File: config.mk
export PLATFORM = sky130hd
export DESIGN_NAME = led_buf_reader
export DESIGN_NICKNAME = d
export VERILOG_FILES = /design/src/rtl/pulseox_pkg.sv /design/src/rtl/led_skid2.sv /design/src/rtl/led_buf_reader.sv
export SDC_FILE = /design/constraint.sdc
export NUM_CORES = 1
export LEC_CHECK = 0
export CORE_ASPECT_RATIO = 0.8
export CORE_MARGIN = 1
export CORE_UTILIZATION = 50
export DETAILED_ROUTE_END_ITERATION = 8
export PLACE_DENSITY = 0.75
export SLEW_MARGIN = 0
export SYNTH_ARGS = -nofsm -noshare
export SYNTH_HDL_FRONTEND = slang
export SYNTH_HIERARCHICAL = 1
export SYNTH_SLANG_ARGS = --single-unit
File: constraint.sdc
create_clock -name clk -period 4 [get_ports clk]
set_input_delay 0.4 -clock clk [delete_from_list [all_inputs] [get_ports clk]]
set_output_delay 0.4 -clock clk [all_outputs]
set_load 0.01 [all_outputs]
File: src/rtl/pulseox_pkg.sv
// Shared widths, window depth and reader FSM encoding for the pulse-ox LED sample path.
package pulseox_pkg;
   localparam int DATA_W     = 22;
   localparam int ADDR_W     = 11;
   localparam int DEPTH      = 1024;
   localparam int LOG2_DEPTH = 10;
   localparam int SUM_W      = 32;
   localparam int CNT_W      = 11;

   typedef enum logic [1:0] {IDLE, FILL, DRAIN, DONE} state_t;

   // Window indices wrap at DEPTH, not at the full address range.
   function automatic logic [ADDR_W-1:0] wrap_inc(input logic [ADDR_W-1:0] a);
      return (a == ADDR_W'(DEPTH-1)) ? '0 : a + 1'b1;
   endfunction
endpackage

File: src/rtl/led_skid2.sv
// 2-entry skid FIFO for RAM read returns; head is visible the cycle after push.
// Push is never refused by design (upstream credit); pop ignored when empty; flush empties it.
module led_skid2 import pulseox_pkg::*; (
   input  logic              clk,
   input  logic              reset_n,
   input  logic              flush,
   input  logic              push,
   input  logic [DATA_W-1:0] push_dat,
   input  logic              pop,
   output logic [1:0]        count,
   output logic [DATA_W-1:0] head_dat
);
   logic [1:0][DATA_W-1:0] mem;
   logic                   wr_ptr;
   logic                   rd_ptr;
   logic                   do_push;
   logic                   do_pop;

   assign do_pop   = pop && (count != 2'd0);
   assign do_push  = push && ((count != 2'd2) || do_pop);
   assign head_dat = mem[rd_ptr];

   always_ff @(posedge clk or negedge reset_n) begin
      if (!reset_n) begin
         mem    <= '0;
         wr_ptr <= 1'b0;
         rd_ptr <= 1'b0;
         count  <= 2'd0;
      end else if (flush) begin
         wr_ptr <= 1'b0;
         rd_ptr <= 1'b0;
         count  <= 2'd0;
      end else begin
         if (do_push) begin
            mem[wr_ptr] <= push_dat;
            wr_ptr      <= ~wr_ptr;
         end
         if (do_pop)
            rd_ptr <= ~rd_ptr;
         count <= count + {1'b0, do_push} - {1'b0, do_pop};
      end
   end
endmodule

File: src/rtl/led_buf_reader.sv
// Streams a DEPTH-sample window from the LED buffer RAM oldest-first and reports its sum and mean.
// First sample 2 cycles after start, 1/cycle when s_ready holds; reads throttled by skid credit.
module led_buf_reader import pulseox_pkg::*; (
   input  logic              clk,
   input  logic              reset_n,
   input  logic              start,
   input  logic              abort,
   input  logic [ADDR_W-1:0] wr_ptr,
   output logic [ADDR_W-1:0] ram_addr,
   output logic              ram_we,
   input  logic [DATA_W-1:0] ram_q,
   output logic [DATA_W-1:0] s_data,
   output logic              s_valid,
   input  logic              s_ready,
   output logic              s_last,
   output logic              busy,
   output logic              done,
   output logic [SUM_W-1:0]  sum_out,
   output logic [DATA_W-1:0] mean_out
);
   state_t            state;
   logic [ADDR_W-1:0] addr_q;
   logic [ADDR_W-1:0] nxt_addr;
   logic [ADDR_W-1:0] rd_addr;
   logic [CNT_W-1:0]  rd_cnt;
   logic [CNT_W-1:0]  xfer_cnt;
   logic              inflight;
   logic [SUM_W-1:0]  acc;
   logic [SUM_W-1:0]  final_sum;
   logic [1:0]        skid_cnt;
   logic [2:0]        credit_use;
   logic              accept;
   logic              kill;
   logic              pop;
   logic              issue;

   assign accept     = (state == IDLE) && start && !abort;
   assign kill       = ((state == FILL) || (state == DRAIN)) && abort;
   assign pop        = s_valid && s_ready;
   assign credit_use = {1'b0, skid_cnt} + {2'b0, inflight} - {2'b0, pop};
   // The first read goes out in the start cycle itself so data lands in the skid one cycle later.
   assign issue      = accept || ((state == FILL) && !abort && (credit_use < 3'd2));
   assign rd_addr    = (state == IDLE) ? ((wr_ptr >= ADDR_W'(DEPTH)) ? '0 : wr_ptr) : nxt_addr;
   assign ram_addr   = issue ? rd_addr : addr_q;
   assign ram_we     = 1'b0;
   assign s_valid    = (skid_cnt != 2'd0);
   assign s_last     = s_valid && (xfer_cnt == CNT_W'(DEPTH-1));
   assign final_sum  = acc + SUM_W'(s_data);

   led_skid2 u_skid (
      .clk      (clk),
      .reset_n  (reset_n),
      .flush    (kill),
      .push     (inflight),
      .push_dat (ram_q),
      .pop      (pop),
      .count    (skid_cnt),
      .head_dat (s_data)
   );

   always_ff @(posedge clk or negedge reset_n) begin
      if (!reset_n) begin
         state    <= IDLE;
         addr_q   <= '0;
         nxt_addr <= '0;
         rd_cnt   <= '0;
         xfer_cnt <= '0;
         inflight <= 1'b0;
         acc      <= '0;
         busy     <= 1'b0;
         done     <= 1'b0;
         sum_out  <= '0;
         mean_out <= '0;
      end else begin
         done     <= 1'b0;
         inflight <= issue;
         if (issue) begin
            addr_q   <= rd_addr;
            nxt_addr <= wrap_inc(rd_addr);
            rd_cnt   <= accept ? CNT_W'(1) : rd_cnt + 1'b1;
         end
         if (pop) begin
            acc      <= final_sum;
            xfer_cnt <= xfer_cnt + 1'b1;
         end
         case (state)
            IDLE: if (accept) begin
               state    <= FILL;
               busy     <= 1'b1;
               acc      <= '0;
               xfer_cnt <= '0;
            end
            FILL: if (kill) begin
               state <= IDLE;
               busy  <= 1'b0;
            end else if (issue && (rd_cnt == CNT_W'(DEPTH-1))) begin
               state <= DRAIN;
            end
            DRAIN: if (kill) begin
               state <= IDLE;
               busy  <= 1'b0;
            end else if (pop && s_last) begin
               state    <= DONE;
               done     <= 1'b1;
               sum_out  <= final_sum;
               mean_out <= DATA_W'(final_sum >> LOG2_DEPTH);
            end
            DONE: begin
               state <= IDLE;
               busy  <= 1'b0;
            end
            default: state <= IDLE;
         endcase
      end
   end
endmodule

# == Yosys cells after proc, flatten, opt, wreduce, memory -nomap -nowiden ==
# Index checks and enable logic that the tools add are counted.
# word_totals
elab_cells,101
in_bits,38
ff_bits,183
output_inout_bits,92
# op_classes
add_sub_neg,8
n_reduce_logical,25
bitwise_logic,3
mux,33
n_eq_ne,11
magnitude_cmp,5
# op_table
operator,n
$mux W32,3
$mux W11,8
$mux W22,3
$bwmux W44,1
$add A11 B1 Y11 const B,3
$eq A11 B10 Y1 const B,3
$add A32 B22 Y32,1
$demux W22 S1,1
$logic_and A1 B1 Y1,12
$mux W2,6
$ge A11 B11 Y1 const B,1
$mux W1,9
$pmux W2 S4,1
$ne A3 B2 Y1 const B,2
$reduce_and A3 Y1,2
$reduce_bool A2 Y1,3
$eq A2 B2 Y1 const B,2
$lt A1 B2 Y1 const B,2
$ne A2 B2 Y1 const B,2
$reduce_and A2 Y1,2
$add A2 B1 Y3,1
$logic_or A1 B1 Y1,3
$lt A3 B2 Y1 const B,1
$not A1 Y1,3
other kinds (10),10

# == Logic depth before layout (Yosys ltp) ==
# depth
word_depth,10
mapped_depth,15

# == Hierarchy ==
# Netlist, hierarchy kept.
# by_module_without_submodules
mod,area_per_inst_um2,seq_area_each_um2,cells_each,n_inst
led_buf_reader,6817.8,2827.7,733,1
led_skid2,2213.4,1201.2,139,1

# == Worst setup path before layout ==
# Ideal clock, no wire load.
# synth_path
path_kind,register to output
start,reg u_skid.count[1]
end,out ram_addr[4]
t_arrival_ns,3.756
path_slack_ns,-0.156
path_stages_with_launch,16
path_cell_list,dfrtp_1 or2_2 nand2_1 clkinv_1 clkbuf_1 clkbuf_1 ha_1 nand2b_1 fa_1 xor2_1 nor3_2 nor2_2 inv_2 buf_1 nor2_1 nor2_1
# synth_via
elab_chain_cells,7
word_cells_on_any_way,8
cone_classes,2 x add/sub; 1 x order compare; 1 x mux; 4 x reduce/logical
# synth_lines
element,line,source
start: declaration,led_skid2.sv:10,"output logic [1:0] count,"
start signal: assignment,led_skid2.sv:40,"count <= count + {1'b0, do_push} - {1'b0, do_pop};"
$reduce_bool A2 Y1,led_buf_reader.sv:46,assign s_valid = (skid_cnt != 2'd0);
via s_valid,led_buf_reader.sv:13,"output logic s_valid,"
$logic_and A1 B1 Y1,led_buf_reader.sv:39,assign pop = s_valid && s_ready;
via pop,led_buf_reader.sv:34,logic pop;
$sub A3 B1 Y3,led_buf_reader.sv:40,"assign credit_use = {1'b0, skid_cnt} + {2'b0, inflight} - {2'b0, pop};"
$lt A3 B2 Y1,led_buf_reader.sv:42,assign issue = accept || ((state == FILL) && !abort && (credit_use < 3'd2));
$logic_and A1 B1 Y1,led_buf_reader.sv:42,
$logic_or A1 B1 Y1,led_buf_reader.sv:42,
via issue,led_buf_reader.sv:35,logic issue;
$mux W11,--,
end: declaration,led_buf_reader.sv:9,"output logic [ADDR_W-1:0] ram_addr,"
# The timed path passes the listed nets, and every way through them passes these cells.

# == Worst setup path after layout ==
# layout_path
start,reg u_skid.count[0]
end,out ram_addr[1]
# layout_via
elab_chain_cells,7
word_cells_on_any_way,8
cone_classes,2 x add/sub; 1 x order compare; 1 x mux; 4 x reduce/logical
# layout_lines
element,line
"parallel branches: the longest is 2 deep, another holds $add A2 B1 Y3",--
$sub A3 B1 Y3 *,led_buf_reader.sv:40
$lt A3 B2 Y1 *,led_buf_reader.sv:42
$logic_and A1 B1 Y1 *,led_buf_reader.sv:42
$logic_or A1 B1 Y1 *,led_buf_reader.sv:42
$mux W11 *,--
# Every way passes the cells marked *.

==> metrics.log <==
[metrics] total power per unit cell area: 823.6 mW/mm²
[metrics] Std-Cell Rows: 43
[metrics] ratio of final minimum period to clock period: 96.50%
[metrics] Reg2Reg Capture Point: acc[28]
[metrics] cell repeated most along the worst path: nand2_1
[metrics] Yosys top cell area share: 44.61%
[metrics] clock latency of the later-clocked register in the worst-skew pair: 0.42 ns
[metrics] combinational family with the most area after synthesis: compound AO/OA/AOI/OAI gates
[metrics] largest fanout on the critical path: 17
[metrics] flops & latches, synth: 161
[metrics] delay of the slowest cell on the worst path: 0.52 ns
[metrics] leakage power figure: 4.792 nW
[metrics] maximum clock path buffer count: 2
[metrics] violation count after the first detailed-route iteration: 500
[metrics] standard cell with the maximum stage delay on the critical path: fa_2
[metrics] cell at the root of the clock tree: clkbuf_16
[metrics] Final Max Slew Viols: 0
[metrics] residual overflow from global routing: 0
[metrics] xor and xnor area share after synthesis: 5.916%
[metrics] share of post-route cells with drive strength above 1: 15.97%
[metrics] number of distinct library cells after synthesis: 81
[metrics] io pins: 130
[metrics] count of flip-flops with a built-in enable after synthesis: 0
[metrics] CTS tree: done
[metrics] y dimension of the die: 122.2 µm
[metrics] number of nets produced by synthesis: 944
[metrics] endpoint arrival time on the critical path: 3.46 ns
[metrics] Floorplan Core Area: 0.01749 mm²
[metrics] post-route antenna net violation count: 0
[metrics] Num Clock Sinks: 161
[metrics] simple-gate share of the synthesized area: 13.54%
[metrics] FFs w/ async S/R, synth: 100.0%
[metrics] mux share of post-synthesis cell area: 11.64%
[metrics] Crit path required time: 3.60 ns
[metrics] total routing resource utilization after global routing: 22.60%
[metrics] sequential cell area fraction in the yosys report: 44.61%
[metrics] failing checks: design-rule violations
[metrics] antenna violations before repair: 0
[metrics] average cell area after synthesis: 10.36 µm²
[metrics] max-cap check violation count: 0
[metrics] Critical Path Sink Type: primary output
[metrics] leading area contributor after synthesis: dfrtp_1
[metrics] detailed placer's ending HPWL: 13920 µm
[metrics] r2r startpoint: u_skid/rd_ptr
[metrics] Synth area leaders: dfrtp_1, mux2_2, ha_1
[metrics] H-tree level count: 4
[metrics] most frequently used flop master after synthesis: dfrtp_1
[metrics] area delta synth->final: 20.31%
[metrics] Cell Area, Synth: 0.009031 mm²
[metrics] DRC: 13
[metrics] reg-to-reg setup timing slack: 0.51 ns
[metrics] result of the run: complete, but fails checks
[metrics] worst slack at placement: 0.2218 ns
[metrics] Setup CP Type: reg2out
[metrics] path category of the worst min-delay check: in2async
[metrics] complex-gate fraction of the synthesized area: 13.65%
[metrics] number of input and output port buffers inserted: 128
[metrics] number of instances in the synthesized netlist: 872
[metrics] number of global-route vias before repair: 6402
[metrics] Worst Reg-to-Reg Cells: 10
[metrics] clock buffer count from CTS: 17
[metrics] maximum number of pins on one net before global-route repair: 104
[metrics] standard cell area after detailed placement: 0.01026 mm²
[metrics] Routed Wire Length: 20350 µm
[metrics] final worst slack: 0.1399 ns
[metrics] Final Critical Period: 3.860 ns
[metrics] number of diodes added for antenna fixing: 0
[metrics] Synthesis Warnings: 6
[metrics] Die Outline Area: 0.01861 mm²
[metrics] VDD IR-drop max: 410.4 µV
[metrics] ordered cell list for the critical path: or2_2 > nand2_1 > clkinv_1 > ha_1 > nand2b_1 > fa_2 > nand2_1 > nor3_4 > nor2_4 > clkinv_4 > mux2_2 > dlygate4sd2_1
[metrics] worst slew margin relative to its limit: 35.60%
[metrics] DRT Pass-1 Iters: 7
[metrics] initial standard-cell utilization of the core: 51.65%
[metrics] maximum clock skew at final layout: 0.007052 ns
[metrics] number of nets in the layout: 1044
[metrics] finished layout cell area: 0.01087 mm²
[metrics] setup TNS: 0 ns
[metrics] post-DR vias/cell: 5.586
[metrics] wire length of the first global-routing pass: 33230 µm
[metrics] peak clock frequency supported by timing: 259.1 MHz
[metrics] post-synthesis adder-cell area fraction: 4.877%
[metrics] cell class contributing the biggest share of worst-path delay: simple AND/OR/NAND/NOR gates
[metrics] crit start category: register
[metrics] post-DR wirelength/cell: 16.85 µm
[metrics] Least-Margin Pin Slew: 0.9660 ns
[metrics] Buf/Inv on CP: 3
[metrics] register clock-pin slew on the reported worst setup and hold paths: 0.06 ns
[metrics] unrepaired setup endpoints after global routing: false
[metrics] number of hold violations in the final report: 0
[metrics] final setup violation count: 0
[metrics] Placer Congestion: 0.8692
[metrics] horizontal extent of the die: 152.3 µm
[metrics] Vias: 6748
## final cells by class
type / count / area, µm²
repair buffers: 144 / 1409
inverters: 21 / 83.83
flip-flops and latches: 161 / 4030
well taps: 225 / 281.5
multi-input cells: 627 / 4506
clock inverters: 8 / 81.33
clock buffers: 22 / 474.2
fillers: 1440 / 6620
## per-layer routing
layer	vias up	global-route usage, %	routed length (µm)
met1	3286	32.64	10020
met4	0	6.122	275
li1	3235	-	-
met2	203	34.97	9022
met3	24	4.162	1032
met5	-	0	0
## per-stage QoR
stage               cells  utilization (%)  power [mW]  hold WS [ns]
floorplan             872                -       5.918        0.1044
global route         1208            62.14       9.592        0.1532
detailed placement   1173            58.66       7.346        0.4764
CTS                  1203            61.91       8.921        0.1343
global placement     1173            58.66       7.243        0.4757
finish               1208            62.14       8.948       0.07204
## report_power, final
part / switching (mW) / internal (mW) / total, mW
clock network: 0.660 / 0.901 / 1.56
registers: 0.300 / 2.12 / 2.42
logic: 2.77 / 2.19 / 4.97
total: 3.73 / 5.22 / 8.95
## cells in the final DEF, fill, tap and decap left out, drive strengths merged, types with 5 or more instances in the layout
cell           netlist  routed
dfrtp              161     161
clkdlybuf4s50        0     116
nand2               97      97
mux2                84      84
nor2                79      79
a21oi               64      64
o21ai               39      39
ha                  32      32
xor2                31      31
xnor2               30      30
clkbuf              12      22
inv                 20      20
nand3               19      19
buf                 50      17
nand4               15      15
a22o                14      14
nor3                14      14
nor2b               11      11
dlygate4sd2          0      11
and2                 8       8
a21o                 8       8
a211oi               6       6
o211ai               6       6
clkinv               1       6
and3                 5       5
a31oi                5       5
## repair_timing
item,in CTS,in global routing
pin swaps,1,1
endpoints found under the setup margin,11,1
hold buffers,0,0
gates resized for setup,18,2
setup buffers,0,5
## worst reg2reg max path: cells and delay by family, from the launching register on
| kind | cells | cell delay, ns |
|---|---|---|
| AO/OA/AOI/OAI | 5 | 1.26 |
| adder cells (fa/ha/maj) | 1 | 0.47 |
| buffers and inverters | 1 | 0.35 |
| flip-flops | 1 | 0.55 |
| multiplexers | 1 | 0.41 |
| AND/OR/NAND/NOR | 2 | 0.34 |
## worst max path at each step
stage	startpoint	to	slack (ns)	cells past startpoint
finish	u_skid/count[0]	ram_addr[1]	0.14	12
floorplan	u_skid/count[1]	ram_addr[4]	0.05	15
detailed placement	s_ready	ram_addr[1]	0.22	12
CTS	u_skid/count[1]	ram_addr[1]	0.07	12
global placement	s_ready	ram_addr[1]	0.28	12
global route	u_skid/count[0]	ram_addr[1]	0.005	12
## flip-flops by register name (all words and copies together) (netlist names), 2 cells and up
register	count
rd_cnt	11
acc	32
xfer_cnt	11
u_skid/count	2
u_skid/mem	44
addr_q	11
sum_out	32
nxt_addr	11
state	2
## synthesized netlist by cell type, types with 3 or more instances
master	instances
mux2_4	20
a22o_1	14
a211oi_1	6
o211ai_1	5
ha_1	32
nand2_1	97
buf_2	16
and2_1	7
clkbuf_1	9
xnor2_1	30
a21oi_1	63
nor2b_1	11
dfrtp_1	161
o21ai_0	31
o21ai_1	5
o21a_1	4
o2bb2ai_1	3
mux2_2	64
nor2_1	78
nand3_1	19
xor2_1	31
o21ai_2	3
nand2b_1	4
buf_4	27
nor3_1	13
mux2i_1	3
and3_1	5
o31ai_1	3
a31oi_1	3
a21o_1	7
nand4_1	15
o21bai_1	3
inv_1	19
buf_6	3
## logic make-up after synthesis
| kind of cell | Yosys count |
|---|---|
| AND/OR/NAND/NOR | 265 |
| AO/OA/AOI/OAI | 179 |
| flip-flops | 161 |
| multiplexers | 87 |
| buffers and inverters | 84 |
| XOR/XNOR | 61 |
| adder cells (fa/ha/maj) | 34 |
| other | 1 |
(Power assumes the default switching activity.)
==> edit 1 (config.mk and constraints unchanged) <==
Encoding of `state_t`: now Gray code (2 bits for 4 states).
--- a/src/rtl/pulseox_pkg.sv
+++ b/src/rtl/pulseox_pkg.sv
@@ -7,7 +7,7 @@
    localparam int SUM_W      = 32;
    localparam int CNT_W      = 11;
 
-   typedef enum logic [1:0] {IDLE, FILL, DRAIN, DONE} state_t;
+   typedef enum logic [1:0] {IDLE = 2'b00, FILL = 2'b01, DRAIN = 2'b11, DONE = 2'b10} state_t;
 
    // Window indices wrap at DEPTH, not at the full address range.
    function automatic logic [ADDR_W-1:0] wrap_inc(input logic [ADDR_W-1:0] a);
Function: no difference found for any inputs over 4 cycles, from zero or initial values and one cycle with reset_n low; so few cycles prove little.
==> edit 1 against the original RTL <==
  * Clock power is 6% higher
  * Non-clock buffer count is 4 higher
  * Final cell count decreased by 0.50%
  * Sequential cell count is the same
  * Critical path depth up 1
  * Combinational power fell by 17%
  * Clock skew rose by 0.0021 ns
  * Worst setup slack got worse by 0.031 ns
  * Cell area is 1.3% lower
  * Wire length decreased by 1.2%
  * Register-to-register slack gained 0.02 ns
  * Synthesized area decreased by 2.7%
  * Power decreased by 8.4%
  * Largest cell class unchanged
==> edit 1: results (changes against the original RTL) <==
[clock_tree]
root_buffer = clkbuf_16  ; unchanged
cts_resized = 14  ; was 18

[drt]
post_drt_wl_per_cell_um = 16.7  ; was 16.8 µm
vias = 6770  ; was 6748
drt-initial-drc-count = 493  ; was 500

[timing]
hold_ws_ns = 0.000392  ; was 0.0720 ns
skew_ns = 0.00913  ; was 0.00705 ns
post-route-period-util_pct = 97.3  ; was 96.5%
worst_slew_pin_slew_ns = 0.734  ; was 0.966 ns

[worst_setup_path]
r2r_cells = 11  ; was 10
critPathMaxFanout = 11  ; was 17
worst-r2r-setup-slack_ns = 0.53  ; was 0.51 ns
arrival_ns = 3.49  ; was 3.46 ns
critPathMaxStageDelay_ns = 0.44  ; was 0.52 ns
crit_path_start = u_skid/count[1]  ; was u_skid/count[0]
slowest_stage = dfrtp_2  ; was fa_2
r2r-start = u_skid/rd_ptr  ; unchanged

[final_layout]
drive_gt1_share_pct = 14.8  ; was 16.0%
layout.cells.non_filler = 1202  ; was 1208
nets = 1038  ; was 1044

[synthesis]
syn_inst = 866  ; was 872
synth_fp_nets = 934  ; was 944
synthTopCellsByArea = dfrtp_1 (46%), mux2_2 (6.5%), nand2_1 (5.0%)  ; was dfrtp_1 (45%), mux2_2 (8.0%), ha_1 (4.4%)
synth_commonest_cells = dfrtp_1 (161), nand2_1 (117), a21oi_1 (72)  ; was dfrtp_1 (161), nand2_1 (97), nor2_1 (78)
synth_cell_type_count = 68  ; was 81

[pwr]
powerClk_uw = 1660  ; was 1560 µW
pwr-share-seq_pct = 29.3  ; was 27.1%
vdd_drop_max_mv = 0.451  ; was 0.410 mV

[place]
pre_cts_slack_ns = 0.241  ; was 0.222 ns
gp_congestion = 0.879  ; was 0.869

[global_route]
grt_pass1_wl_mm = 33.1  ; was 33.2 mm
groute.usage.overall_pct = 23.7  ; was 22.6%
grt_pass1_vias = 6400  ; was 6402
grt_max_degree = 80  ; was 104

[status]
status = completed  ; was complete, but fails checks

edit 1: routing by layer:
layer,track usage [%],routed length (µm),vias up
li1,-,-,3266
met1,36.1,10200,3279
met2,34.7,8610,211
met3,4.08,1110,14
met4,6.38,173,0
met5,0,0,-
edit 1: logic make-up (layout without fill, tap and decap cells):
logic type / Yosys count / in the layout / share of synthesized area (%)
AND/OR/NAND/NOR: 287 / 287 / 15.9
AO/OA/AOI/OAI: 187 / 187 / 13.7
adder cells (fa/ha/maj): 30 / 30 / 4.44
buffers and inverters: 81 / 197 / 5.34
flip-flops: 161 / 161 / 45.9
other: 1 / 1 / 0.0427
multiplexers: 72 / 72 / 10.1
XOR/XNOR: 47 / 47 / 4.69
edit 1: cell type report:
| cell class | count | area (µm²) |
|---|---|---|
| fill | 1403 | 6150 |
| inverter | 18 | 67.6 |
| clock inverter | 13 | 163 |
| sequential | 161 | 4030 |
| clock buffer | 18 | 439 |
| tap | 220 | 275 |
| timing repair buffer | 148 | 1460 |
| multi-input combinational | 624 | 4290 |
==> edit 2 (same flow settings) <==
Without the edit above. Set the package constant `CNT_W` to 9 (it was 11).
--- a/src/rtl/pulseox_pkg.sv
+++ b/src/rtl/pulseox_pkg.sv
@@ -5,7 +5,7 @@
    localparam int DEPTH      = 1024;
    localparam int LOG2_DEPTH = 10;
    localparam int SUM_W      = 32;
-   localparam int CNT_W      = 11;
+   localparam int CNT_W      = 9;
 
    typedef enum logic [1:0] {IDLE, FILL, DRAIN, DONE} state_t;
 
Formal check against the unedited RTL: same outputs for any inputs over 4 cycles, from zero or initial values and one cycle with reset_n low; that may be too few to reach the edited logic, so the function may still have changed.
==> edit 2 against the original RTL <==
  * The run ends with negative hold slack left
  * Wire length grew 0.87%
  * Utilization grew 1.2 points
  * Sequential cell count shrank 4
  * Count of clock-buffer cells in the layout grew 1
  * Maximum frequency grew 1.4%
  * Synthesized area shrank 3.0%
  * Worst setup slack gained 0.052 ns
  * Final cell count grew 1.2%
  * Cell area shrank 1.9%
  * Power shrank 0.95%
  * Largest cell class unchanged
  * Highest routed layer unchanged
==> edit 2: results (changes against the original RTL) <==
[timing]
worst_slew_pin_slew_ns = 0.745  ; was 0.966 ns
skew_ns = 0.00717  ; was 0.00705 ns
hold_ws_ns = -0.0286  ; was 0.0720 ns
setup_viol = 0  ; unchanged
worst_slack_ns = 0.191  ; was 0.140 ns
hold_viol = 9  ; was 0

[synthesis]
synth_compound_area_share_pct = 13.8  ; was 13.6%
synth_top_family_by_area = simple AND/OR/NAND/NOR gates  ; was compound AO/OA/AOI/OAI gates
synth-xor-area-share_pct = 5.30  ; was 5.92%
synthAdderAreaFrac_pct = 5.31  ; was 4.88%
synth_cell_type_count = 76  ; was 81
synth_commonest_cells = dfrtp_1 (157), nand2_1 (140), nor2_1 (71)  ; was dfrtp_1 (161), nand2_1 (97), nor2_1 (78)
synth_fp_nets = 967  ; was 944
seq_area_frac_synth_pct = 44.9  ; was 44.6%
synthTopCellsByArea = dfrtp_1 (45%), mux2_2 (6.3%), nand2_1 (6.0%)  ; was dfrtp_1 (45%), mux2_2 (8.0%), ha_1 (4.4%)
syn_area_per_cell_um2 = 9.81  ; was 10.4 µm²

[pwr]
p_comb_share_pct = 55.2  ; was 55.5%
powerDensity_nw_per_um2 = 832  ; was 824 nW/µm²
leakage_uw = 0.00476  ; was 0.00479 µW
pg_seq_uw = 2380  ; was 2420 µW
vdd_drop_max_mv = 0.459  ; was 0.410 mV

[clock_tree]
clk-insertion-delay-late_ns = 0.44  ; was 0.42 ns
cts_resized = 14  ; was 18

[worst_setup_path]
critPathMaxFanout = 25  ; was 17
setup.worst_path.end = ram_addr[2]  ; was ram_addr[1]
slowest_stage = dfrtp_2  ; was fa_2
r2r_cells = 12  ; was 10
r2r-end = acc[30]  ; was acc[28]
crit_path_start = u_skid/count[1]  ; was u_skid/count[0]

[status]
status = complete, but fails checks  ; unchanged
violations = negative hold slack  ; was design-rule violations

[drt]
drt-initial-drc-count = 560  ; was 500
wl_met1_mm = 10.4  ; was 10.0 mm
firstDrtPassIters = 5  ; was 7
post_drt_wl_per_cell_um = 16.8  ; about the same
wl_met3_mm = 1.45  ; was 1.03 mm

[final_layout]
drive_gt1_share_pct = 14.1  ; was 16.0%
layout.cells.non_filler = 1223  ; was 1208
nFillCells = 1414  ; was 1440
nets = 1064  ; was 1044

[global_route]
use_met1_pct = 36.9  ; was 32.6%
grt_pass1_vias = 6311  ; was 6402
groute.usage.overall_pct = 24.2  ; was 22.6%
met3_usage_pct = 5.81  ; was 4.16%
grt_max_degree = 82  ; was 104

[worst_hold_path]
worst_hold_path_type = primary input to asynchronous set/reset pin  ; unchanged

[place]
post_dp_cell_area_um2 = 10100  ; was 10300 µm²
dpl.hpwl_mm = 14.7  ; was 13.9 mm
dp.cells = 1191  ; was 1173

## edit 2: changes by cell type in the layout (fill, tap and decap cells not counted), moves of 5 or more
cell	unedited run	this run
nand2_1	97	140
o21ai_0	31	48
mux2_2	64	49
a22o_1	14	6
nor2_1	78	70
xor2_1	30	22
a31oi_1	3	10
and3_1	5	11
nand4_1	15	9
nor3_1	13	7
dlygate4sd2_1	11	6
nor2b_1	11	6
## edit 2: worst register-to-register path, delay by kind of cell, from the launching register on
kind,cells,cell delay (ns)
AO/OA/AOI/OAI,5,1.13
AND/OR/NAND/NOR,2,0.70
adder cells (fa/ha/maj),2,0.63
flip-flops,1,0.38
multiplexers,1,0.29
buffers and inverters,2,0.28
## edit 2: cell type report
class,count,share of cell area (%)
multi-input cells,649,41.2
flip-flops and latches,157,36.9
repair buffers,144,13.1
clock buffers,23,4.67
well taps,220,2.58
inverters,21,0.869
clock inverters,9,0.775
